`config.mk`:
```
export PLATFORM = sky130hd
export DESIGN_NAME = mem_arbiter
export DESIGN_NICKNAME = d
export VERILOG_FILES = /design/src/rtl/mem_arbiter.sv
export SDC_FILE = /design/constraint.sdc
export NUM_CORES = 1
export LEC_CHECK = 0
export BUFFER_PORTS_ARGS = -buffer_cell sky130_fd_sc_hd__buf_2
export CAP_MARGIN = 5
export CORE_AREA = 2 2 117 119
export CTS_BUF_LIST = sky130_fd_sc_hd__clkbuf_8
export DETAILED_ROUTE_END_ITERATION = 7
export DIE_AREA = 0 0 119 121
export PLACE_DENSITY = 0.9
export SYNTH_ARGS = -nofsm -noshare
export SYNTH_HDL_FRONTEND = slang
export SYNTH_SLANG_ARGS = --single-unit
```
`constraint.sdc`:
```
create_clock -name clk -period 9 [get_ports clk]
set_clock_uncertainty 0.1 [all_clocks]
set_input_delay 1.8 -clock clk [delete_from_list [all_inputs] [get_ports clk]]
set_output_delay 1.8 -clock clk [all_outputs]
set_load 0.05 [all_outputs]
```
`src/rtl/mem_arbiter.sv`:
```
// Two-port (CPU/DMA) round-robin arbiter in front of a single unified memory.
// One access per two cycles at best; misaligned or unanswered accesses complete with err.
module mem_arbiter #(
  parameter int TIMEOUT = 16
) (
  input  logic        clk,
  input  logic        reset,
  input  logic        cpu_req,
  input  logic        cpu_we,
  input  logic [31:0] cpu_addr,
  input  logic [31:0] cpu_wdata,
  output logic        cpu_gnt,
  output logic        cpu_done,
  output logic        cpu_err,
  output logic [31:0] cpu_rdata,
  input  logic        dma_req,
  input  logic        dma_we,
  input  logic [31:0] dma_addr,
  input  logic [31:0] dma_wdata,
  output logic        dma_gnt,
  output logic        dma_done,
  output logic        dma_err,
  output logic [31:0] dma_rdata,
  output logic        mem_en,
  output logic        mem_we,
  output logic [31:0] mem_addr,
  output logic [31:0] mem_wdata,
  input  logic [31:0] mem_rdata,
  input  logic        mem_ready
);

  localparam logic [0:0] IDLE   = 1'b0;
  localparam logic [0:0] ACCESS = 1'b1;
  localparam logic [7:0] LAST_CYCLE = 8'(TIMEOUT - 1);

  logic [0:0]  r_state;
  logic        r_lastDma;
  logic        r_ownerDma;
  logic        r_misalign;
  logic [7:0]  r_cnt;

  logic        w_grantCpu;
  logic        w_grantDma;
  logic        w_selWe;
  logic [31:0] w_selAddr;
  logic [31:0] w_selWdata;

  // CPU wins a tie only when DMA owned the previous access.
  assign w_grantCpu = cpu_req & (~dma_req | r_lastDma);
  assign w_grantDma = dma_req & ~w_grantCpu;
  assign w_selWe    = w_grantDma ? dma_we    : cpu_we;
  assign w_selAddr  = w_grantDma ? dma_addr  : cpu_addr;
  assign w_selWdata = w_grantDma ? dma_wdata : cpu_wdata;

  always_ff @(posedge clk or posedge reset) begin
    if (reset) begin
      r_state    <= IDLE;
      r_lastDma  <= 1'b1;
      r_ownerDma <= 1'b0;
      r_misalign <= 1'b0;
      r_cnt      <= 8'd0;
      cpu_gnt    <= 1'b0;
      cpu_done   <= 1'b0;
      cpu_err    <= 1'b0;
      cpu_rdata  <= 32'd0;
      dma_gnt    <= 1'b0;
      dma_done   <= 1'b0;
      dma_err    <= 1'b0;
      dma_rdata  <= 32'd0;
      mem_en     <= 1'b0;
      mem_we     <= 1'b0;
      mem_addr   <= 32'd0;
      mem_wdata  <= 32'd0;
    end else begin
      cpu_gnt  <= 1'b0;
      dma_gnt  <= 1'b0;
      cpu_done <= 1'b0;
      dma_done <= 1'b0;
      cpu_err  <= 1'b0;
      dma_err  <= 1'b0;
      case (r_state)
        IDLE: begin
          if (w_grantCpu || w_grantDma) begin
            r_state    <= ACCESS;
            r_ownerDma <= w_grantDma;
            r_lastDma  <= w_grantDma;
            cpu_gnt    <= w_grantCpu;
            dma_gnt    <= w_grantDma;
            mem_we     <= w_selWe;
            mem_addr   <= {w_selAddr[31:2], 2'b00};
            mem_wdata  <= w_selWdata;
            r_misalign <= |w_selAddr[1:0];
            mem_en     <= ~(|w_selAddr[1:0]);
            r_cnt      <= 8'd0;
          end
        end
        ACCESS: begin
          // Misaligned: no memory cycle was issued, so fail right after the grant.
          if (r_misalign || mem_ready || (r_cnt == LAST_CYCLE)) begin
            r_state  <= IDLE;
            mem_en   <= 1'b0;
            cpu_done <= ~r_ownerDma;
            dma_done <= r_ownerDma;
            cpu_err  <= ~r_ownerDma & (r_misalign | ~mem_ready);
            dma_err  <= r_ownerDma & (r_misalign | ~mem_ready);
            if (!r_misalign && mem_ready && !mem_we) begin
              if (r_ownerDma) dma_rdata <= mem_rdata;
              else            cpu_rdata <= mem_rdata;
            end
          end else begin
            r_cnt <= r_cnt + 8'd1;
          end
        end
        default: r_state <= IDLE;
      endcase
    end
  end

endmodule

```
After elaboration in Yosys (flattened, before gate mapping)
Cells that the tools add are included.

cells by class
  bitwise logic cells = 12
  add/sub/neg operators = 1
  eq/ne operators = 4
  reductions and logical operators = 13
  multiplexer cells = 24

operators by type and width
  cell                                            number
  2-to-1 mux 32 bit                               2
  2-to-1 mux 1 bit                                17
  2-to-1 mux 8 bit                                2
  case mux 8 bit (2 select lines)                 1
  adder 8 x 1 -> 8 bit (second input constant)    1
  == test 8 x 4 -> 1 bit (second input constant)  1
  AND reduction 4 bit                             2
  NOT 1 bit                                       6
  AND reduction 2 bit                             3
  bitwise AND 1 bit                               4
  != test 2 bit (second input constant)           2
  case mux 1 bit (2 select lines)                 2
  logical OR 1 bit                                3
  logical AND 1 bit                               2
  zero test 1 bit                                 2
  != test 2 x 1 -> 1 bit (second input constant)  1
  bitwise OR 1 bit                                2
  OR reduction 2 bit                              1

word-level totals
  register bits = 146
  word-level logic and storage cells = 71

Logic depth before layout (Yosys ltp)
Gate-level depths: netlist (run 1).

  depth in word-level cells = 10
  mapped depth = 5
  mapped depth without buffers = 4

Worst setup path before layout (run 1)
OpenSTA, ideal clock, no wires.

  path type = input to register
  start point = input mem_ready
  end point = register cpu_rdata[10]
  setup slack = 6013 ps
  stages = 4
  library setup time = 125 ps
  data arrival time = 2762 ps
  cells stage by stage = nand2b_1 > nor4b_4 > buf_6 > mux2_2

on the way
  cells in the longest elaborated chain, start to end = 3
  elaborated cells on any way between the ends = 5
  classes of those cells = 5 x reduce/logical

ends and longest elaborated chain
  item                                                                       line     text
  from (decl)                                                                29       input logic mem_ready
  logical OR 1 bit / logical AND 1 bit (equally long branches) (2 in a row)  99, 106
  AND reduction 4 bit (no source line) (*)                                   --
  to (signal assigned)                                                       108      else cpu_rdata <= mem_rdata;
  to (decl)                                                                  15       output logic [31:0] cpu_rdata,

Mark *: on every way between the ends. The rest lies on a longest branch, timed or not.
A chain may end at the register's enable or synchronous reset.

Final worst setup path (run 1)
  start point = input dma_req
  end point = register mem_addr[13]

on the way
  cells in the longest elaborated chain, start to end = 7
  elaborated cells on any way between the ends = 8
  classes of those cells = 1 x mux; 5 x bitwise; 2 x reduce/logical

ends and longest elaborated chain
  item                                  line  text
  from (decl)                           16    input logic dma_req,
  NOT 1 bit                             49    assign w_grantCpu = cpu_req & (~dma_req | r_lastDma);
  bitwise OR 1 bit                      49
  bitwise AND 1 bit                     49
  NOT 1 bit                             50    assign w_grantDma = dma_req & ~w_grantCpu;
  bitwise AND 1 bit                     50
  logical OR 1 bit                      83    if (w_grantCpu || w_grantDma) begin
  AND reduction 2 bit (no source line)  --
  to (signal assigned)                  90    mem_addr <= {w_selAddr[31:2], 2'b00};
  to (decl)                             26    output logic [31:0] mem_addr,

Several ways; a longest one is shown, not always the timed one.

==> run_results.csv, run 1 <==
group,metric,value,unit
sta,fin_setup_tns,0,ps
yosys,synth_top_cell_area_share,58.53,%
critical_path,crit_slowest_cell,"buf_4",
pwr,clkPwrFrac,15.0,%
global_route,grt_usage,20.45,%
yosys,syn_area_per_cell,12.60,um^2
floorplanning,initial_core_util,47.38,%
yosys,syn-instance-count,492,
floorplanning,die_x,119,um
yosys,synth_top_cell_by_area,"dfrtp_1",
layout,diodes,0,
yosys,async_flop_share,100.0,%
clocking,cts_sinks,146,
critical_path,reg2reg_from,"r_state$_DFF_PP0_",
drt,ant_nets,0,
critical_path,cp_data_arrival_time,3400,ps
yosys,ys_seq_area_share,58.95,%
floorplanning,die_area,14400,um^2
critical_path,path_buf_inv,2,
clocking,cts-root-to-sink-buffers,2,
floorplanning,num_io_pins,303,
floorplanning,fp.dieH,121,um
drt,drc_errors,0,
status,status,"finished clean",
global_route,grt_max_degree,142,
global_route,grt_antenna_before_repair,0,
run,drv_cap,0,
sta,fmax,308.4,MHz
min_path,hold_path_depth,2,
clocking,ctsResizeCount,0,
yosys,synth-edff-count,0,
pwr,p_comb_share,52.5,%
yosys,synth_area_leaders,"dfrtp_1 (59%), mux2_2 (11%), mux2i_1 (11%)",
critical_path,r2r_end,"r_misalign$_DFFE_PP0P_",
clocking,clock_latency,430,ps
pwr,power.density,407.9,nW/um^2
sta,hold_viol_final,0,
clocking,clkTransAtPathRegs,90,ps
drt,wirelength,14630,um
critical_path,reg2regPathDepth,3,
clocking,cts_inserted_buffers,17,
yosys,ys_types,44,
drt,dr.pass1.iters,5,
critical_path,end_kind,"register",
min_path,holdCritStartpoint,"mem_addr[22]$_DFFE_PP0P_",
clocking,ctsHoldBuffers,0,
drt,first_iter_violations,290,
critical_path,crit_chain,"buf_2, a21boi_4, buf_4, mux2i_1, o21ai_0",
critical_path,crit_family,"buffers and inverters",
min_path,hold_path_end,"mem_addr[22]$_DFFE_PP0P_",
global_route,overflow,0,
min_path,holdCritPathClass,"reg -> reg",
sta,fin_crit_sh,36.03,%
drt,wl_per_cell,15.02,um
layout,drive_gt1_share,51.75,%
floorplanning,fp-row-count,42,
yosys,ys_ff_latch,146,
clocking,cts_tree,"yes",
yosys,ys_warn_count,0,
sta,worst_pin_slew,1183,ps
pwr,p_leak,0.004338,uW
yosys,synth_compound_area_share,6.821,%
yosys,synthMuxAreaShare,23.11,%
layout,nets,953,
critical_path,crit_path_max_fanout,65,
clocking,h-tree-depth,4,
drt,vias,4803,
critical_path,regToRegSetupSlack,6780,ps
critical_path,required,9160,ps
sta,rsz0062_at_grt,"no",
pwr,ir_drop,0.1806,mV
critical_path,crit_cells,5,
pwr,p_int,1597,uW
place,dp_hpwl,11100,um
place,portBuffers,300,
pwr,p_seq_share,32.5,%
yosys,synth_top_family_by_area,"multiplexers",
pwr,p_switching,1751,uW
yosys,synth-simple-area-share,7.750,%
floorplanning,coreArea,13090,um^2
sta,slew_headroom,21.12,%
global_route,grt_pass1_vias,4685,
yosys,ys.flop_type,"dfrtp_1",
sta,period_minus_slack,3242,ps
sta,slew_viol_final,0,
sta,setup_viol,0,
yosys,synth_xor_area_share,0,%
layout,syn_to_final_growth,32.41,%
drt,via_per_inst,4.931,
yosys,synth_area,6200,um^2
critical_path,startpoint_type,"input port",
yosys,yosys.area_share.adder,0.2018,%
critical_path,slowest_delay,770,ps
sta,fin_hold_ws,379.3,ps
clocking,root_buffer,"clkbuf_8",
critical_path,critical_path_class,"in -> reg",
pwr,swShare,52.30,%
global_route,grt_pass1_wl,22960,um
place,place.gp.congestion,0.7644,
clocking,cts_setup_buffers,0,
-- state kept, by name, summed over array words and instances (netlist names), 8 cells and up --
name,count
dma_rdata,32
mem_wdata,32
cpu_rdata,32
r_cnt,8
mem_addr,30
-- per-stage QoR --
step / setup WS [ps] / std cells / area [um^2] / total power (uW) / utilization (%)
after floorplan: 3179 / 493 / 6203 / 2436 / -
after global placement: 5382 / 942 / 7809 / 2837 / 59.68
after detailed placement: 5315 / 942 / 7809 / 2877 / 59.68
after CTS: 5803 / 974 / 8209 / 3384 / 62.74
after global routing: 5698 / 974 / 8209 / 3513 / 62.74
final: 5758 / 974 / 8209 / 3348 / 62.74
-- logic make-up (layout without fill, tap and decap cells) --
logic type                 after synthesis  count (layout)
AOI/OAI and AO/OA                       76              76
and+or+nand+nor                         98              98
muxes                                  135             135
buffers and inverters                   35             340
other                                    1               2
adders and majority gates                1               1
DFF                                    146             146
-- tightest hold or removal path: cells and delay by family (launching register included) --
family	cells	cell delay, ps
flip-flops	1	350
AND/OR/NAND/NOR	1	40
AO/OA/AOI/OAI	1	60
-- final cells by class --
cell class | instances | area [um^2]
fill | 1016 | 4876
sequential | 146 | 3655
multi-input combinational | 312 | 2379
timing repair buffer | 305 | 1539
clock buffer | 17 | 234.0
tap | 176 | 220.2
clock inverter | 15 | 166.4
inverter | 3 | 16.27
-- Yosys cell counts (3+ instances only) --
cell and n:
dfrtp_1 145, nand2_1 72, mux2i_1 70, mux2_2 63, o21ai_0 53, buf_2 10
o21ai_1 10, clkbuf_1 9, buf_4 7, o211ai_1 5, buf_1 3, buf_6 3
inv_1 3, nor2_1 3, nor3b_1 3
-- power by group through the flow --
| stage | registers (uW) | logic [uW] | clock network (uW) |
|---|---|---|---|
| after detailed placement | 1100 | 1770 | 0 |
| after global routing | 1130 | 1840 | 548 |
| after CTS | 1090 | 1770 | 520 |
| final | 1090 | 1760 | 501 |
| after floorplan | 2060 | 371 | 0 |
| after global placement | 1090 | 1750 | 0 |
-- worst max path at each step --
| stage | start | end | slack (ps) |
|---|---|---|---|
| floorplan | reset | cpu_done$_DFF_PP0_ | 3180 |
| global placement | dma_req | r_misalign$_DFFE_PP0P_ | 5380 |
| detailed placement | dma_req | r_misalign$_DFFE_PP0P_ | 5310 |
| CTS | dma_req | r_misalign$_DFFE_PP0P_ | 5800 |
| global route | dma_req | mem_addr[3]$_DFFE_PP0P_ | 5700 |
| finish | dma_req | mem_addr[13]$_DFFE_PP0P_ | 5760 |
-- layout by cell type, fill, tap and decap left out, types with 2 or more instances in the layout --
| master | Yosys | routed |
|---|---|---|
| buf_4 | 7 | 5 |
| inv_6 | 0 | 6 |
| nor2b_1 | 2 | 2 |
| nand2_1 | 72 | 72 |
| o211ai_1 | 5 | 5 |
| mux2_2 | 63 | 63 |
| o21ai_1 | 10 | 10 |
| nor3b_1 | 3 | 3 |
| inv_8 | 0 | 3 |
| dfrtp_1 | 145 | 145 |
| clkinv_4 | 0 | 4 |
| inv_1 | 3 | 2 |
| mux2i_1 | 70 | 70 |
| nand3_1 | 2 | 2 |
| mux2_1 | 2 | 2 |
| nor2_1 | 3 | 3 |
| a21o_1 | 2 | 2 |
| o21ai_0 | 53 | 53 |
| conb_1 | 1 | 2 |
| buf_2 | 10 | 300 |
| clkbuf_8 | 0 | 17 |
-- layer usage --
metal / routed length [um] / GRT usage [%] / vias to the layer above
met5: 0 / 0 / -
met4: 241 / 7.589 / 0
met3: 1012 / 5.686 / 17
met2: 7710 / 37.07 / 208
met1: 5662 / 22.93 / 2258
li1: - / - / 2320
No activity file was read; power rests on OpenSTA's default activity.
==> run 2, diff against run 1 <==
clock period = 3.16 ns   (was 9 ns; I/O delays follow)
==> run_results.csv, run 2 (synthesized netlist as in run 1, its figures left out) <==
group,metric,value,unit
layout,top_regs,"cpu_rdata x32, dma_rdata x32, mem_wdata x32",
critical_path,slowest_delay,450,ps
clocking,ctsResizeCount,0,
global_route,grt_pass1_wl,23240,um
global_route,grt_antenna_before_repair,1,
clocking,clock_latency,430,ps
global_route,grt_usage,20.90,%
clocking,cts_tree,"yes",
critical_path,crit_path_max_fanout,4,
drt,ant_nets,0,
critical_path,end_kind,"primary output",
layout,syn_to_final_growth,34.05,%
sta,fin_setup_tns,0,ps
sta,slew_headroom,52.25,%
pwr,total_power,9701,uW
layout,nets,956,
critical_path,critical_path_class,"reg -> out",
critical_path,required,2430,ps
pwr,power.density,1167,nW/um^2
clocking,root_buffer,"clkbuf_8",
run,drv_cap,0,
sta,fin_crit_sh,60.80,%
drt,drc_errors,0,
sta,slew_viol_final,0,
status,status,"finished clean",
critical_path,crit_slowest_cell,"dfrtp_1",
sta,rsz0062_at_grt,"no",
min_path,holdCritPathClass,"in -> async",
floorplanning,num_io_pins,303,
place,dp_hpwl,11360,um
clocking,cts_setup_buffers,0,
layout,drive_gt1_share,51.63,%
floorplanning,die_x,119,um
floorplanning,die_area,14400,um^2
sta,period_minus_slack,1921,ps
critical_path,reg2reg_from,"r_misalign$_DFFE_PP0P_",
drt,via_per_inst,4.867,
critical_path,r2r_end,"cpu_rdata[5]$_DFFE_PP0P_",
critical_path,endpoint,"mem_we",
sta,hold_viol_final,0,
pwr,ir_drop,0.5854,mV
critical_path,path_buf_inv,1,
sta,setup_viol,0,
clocking,cts_sinks,146,
global_route,grt_pass1_vias,4695,
critical_path,crit_chain,"buf_2",
clocking,cts_inserted_buffers,17,
place,numPlacedInstances,945,
global_route,grt_max_degree,110,
pwr,p_leak,0.004368,uW
critical_path,cp_data_arrival_time,1190,ps
clocking,ctsHoldBuffers,0,
critical_path,crit_family,"flip-flops",
critical_path,regToRegSetupSlack,1260,ps
floorplanning,fp.dieH,121,um
clocking,clkTransAtPathRegs,80,ps
clocking,h-tree-depth,4,
critical_path,startpoint,"mem_we$_DFFE_PP0P_",
floorplanning,fp-row-count,42,
drt,wirelength,14800,um
sta,worst_pin_slew,714.8,ps
drt,vias,4760,
critical_path,startpoint_type,"register",
drt,wl_per_cell,15.13,um
sta,fmax,520.5,MHz
drt,dr.pass1.iters,5,
floorplanning,initial_core_util,47.38,%
drt,first_iter_violations,225,
layout,most-common-layout-cells,"buf_2 (300), dfrtp_1 (145), nand2_1 (72)",
floorplanning,coreArea,13090,um^2
critical_path,reg2regPathDepth,4,
layout,final_common_cell,"buf_2",
critical_path,crit_cells,1,
layout,nFillCells,1029,
clocking,cts-root-to-sink-buffers,2,
place,place.gp.congestion,0.7988,
place,portBuffers,300,
layout,fin_cells,978,
global_route,overflow,0,
## run 2: cell types whose count changed in the layout (fill, tap and decap cells not counted), sizes merged
cell	delta
buf	+3
bufinv	+3
clkinv	-3
clkinvlp	+5
diode	+2
inv	-6
## run 2: power breakdown
part	leakage (uW)	switching (uW)	internal (uW)
combinational	0.00234	3790	1230
sequential	0.00183	449	2680
clock	0.000203	697	854
## run 2: worst register-to-register path: stages (launching register included)
cell	delay (ps)
dfrtp_1	420
nand2b_1	200
nor4b_4	220
buf_4	420
mux2_2	430
## run 2: routing by layer
metal	share of wire [%]	global-route usage [%]	up-vias	wire length, um
li1	-	-	2323	-
met1	40	24.30	2197	5906
met2	50	36.28	213	7464
met3	7.0	6.156	27	1039
met4	2.6	8.482	0	392
met5	0	0	-	0
## run 2: through the flow
stage          worst slack [ps]  utilization, %  cell area (um^2)  hold WS, ps
2_1_floorplan             595.8               -              6207        349.3
3_3_place_gp               1080           60.22              7880        357.4
3_5_place_dp               1016           60.22              7880        364.8
4_1_cts                    1195           63.47              8305        187.9
5_1_grt                    1165           63.49              8308        222.9
6_report                   1239           63.51              8310        206.8
## run 2: how the worst min path moves through the flow
stage	startpoint	endpoint	slack [ps]	cells after the start
floorplan	r_cnt[7]$_DFFE_PP0P_	r_cnt[7]$_DFFE_PP0P_	350	1
detailed placement	mem_wdata[9]$_DFFE_PP0P_	mem_wdata[9]$_DFFE_PP0P_	360	2
CTS	reset	mem_addr[11]$_DFFE_PP0P_	190	2
finish	reset	mem_addr[11]$_DFFE_PP0P_	210	2
global route	reset	dma_rdata[23]$_DFFE_PP0P_	220	2
global placement	mem_addr[9]$_DFFE_PP0P_	mem_addr[9]$_DFFE_PP0P_	360	2
## run 2: layout make-up
cell class	count	area (um^2)	share of cell area [%]
clock buffers	17	234.0	2.815
clock inverters	14	191.4	2.304
multi-input cells	312	2379	28.62
repair buffers	308	1612	19.39
inverters	3	15.01	0.1807
well taps	176	220.2	2.650
diodes	2	5.005	0.06022
flip-flops and latches	146	3655	43.98
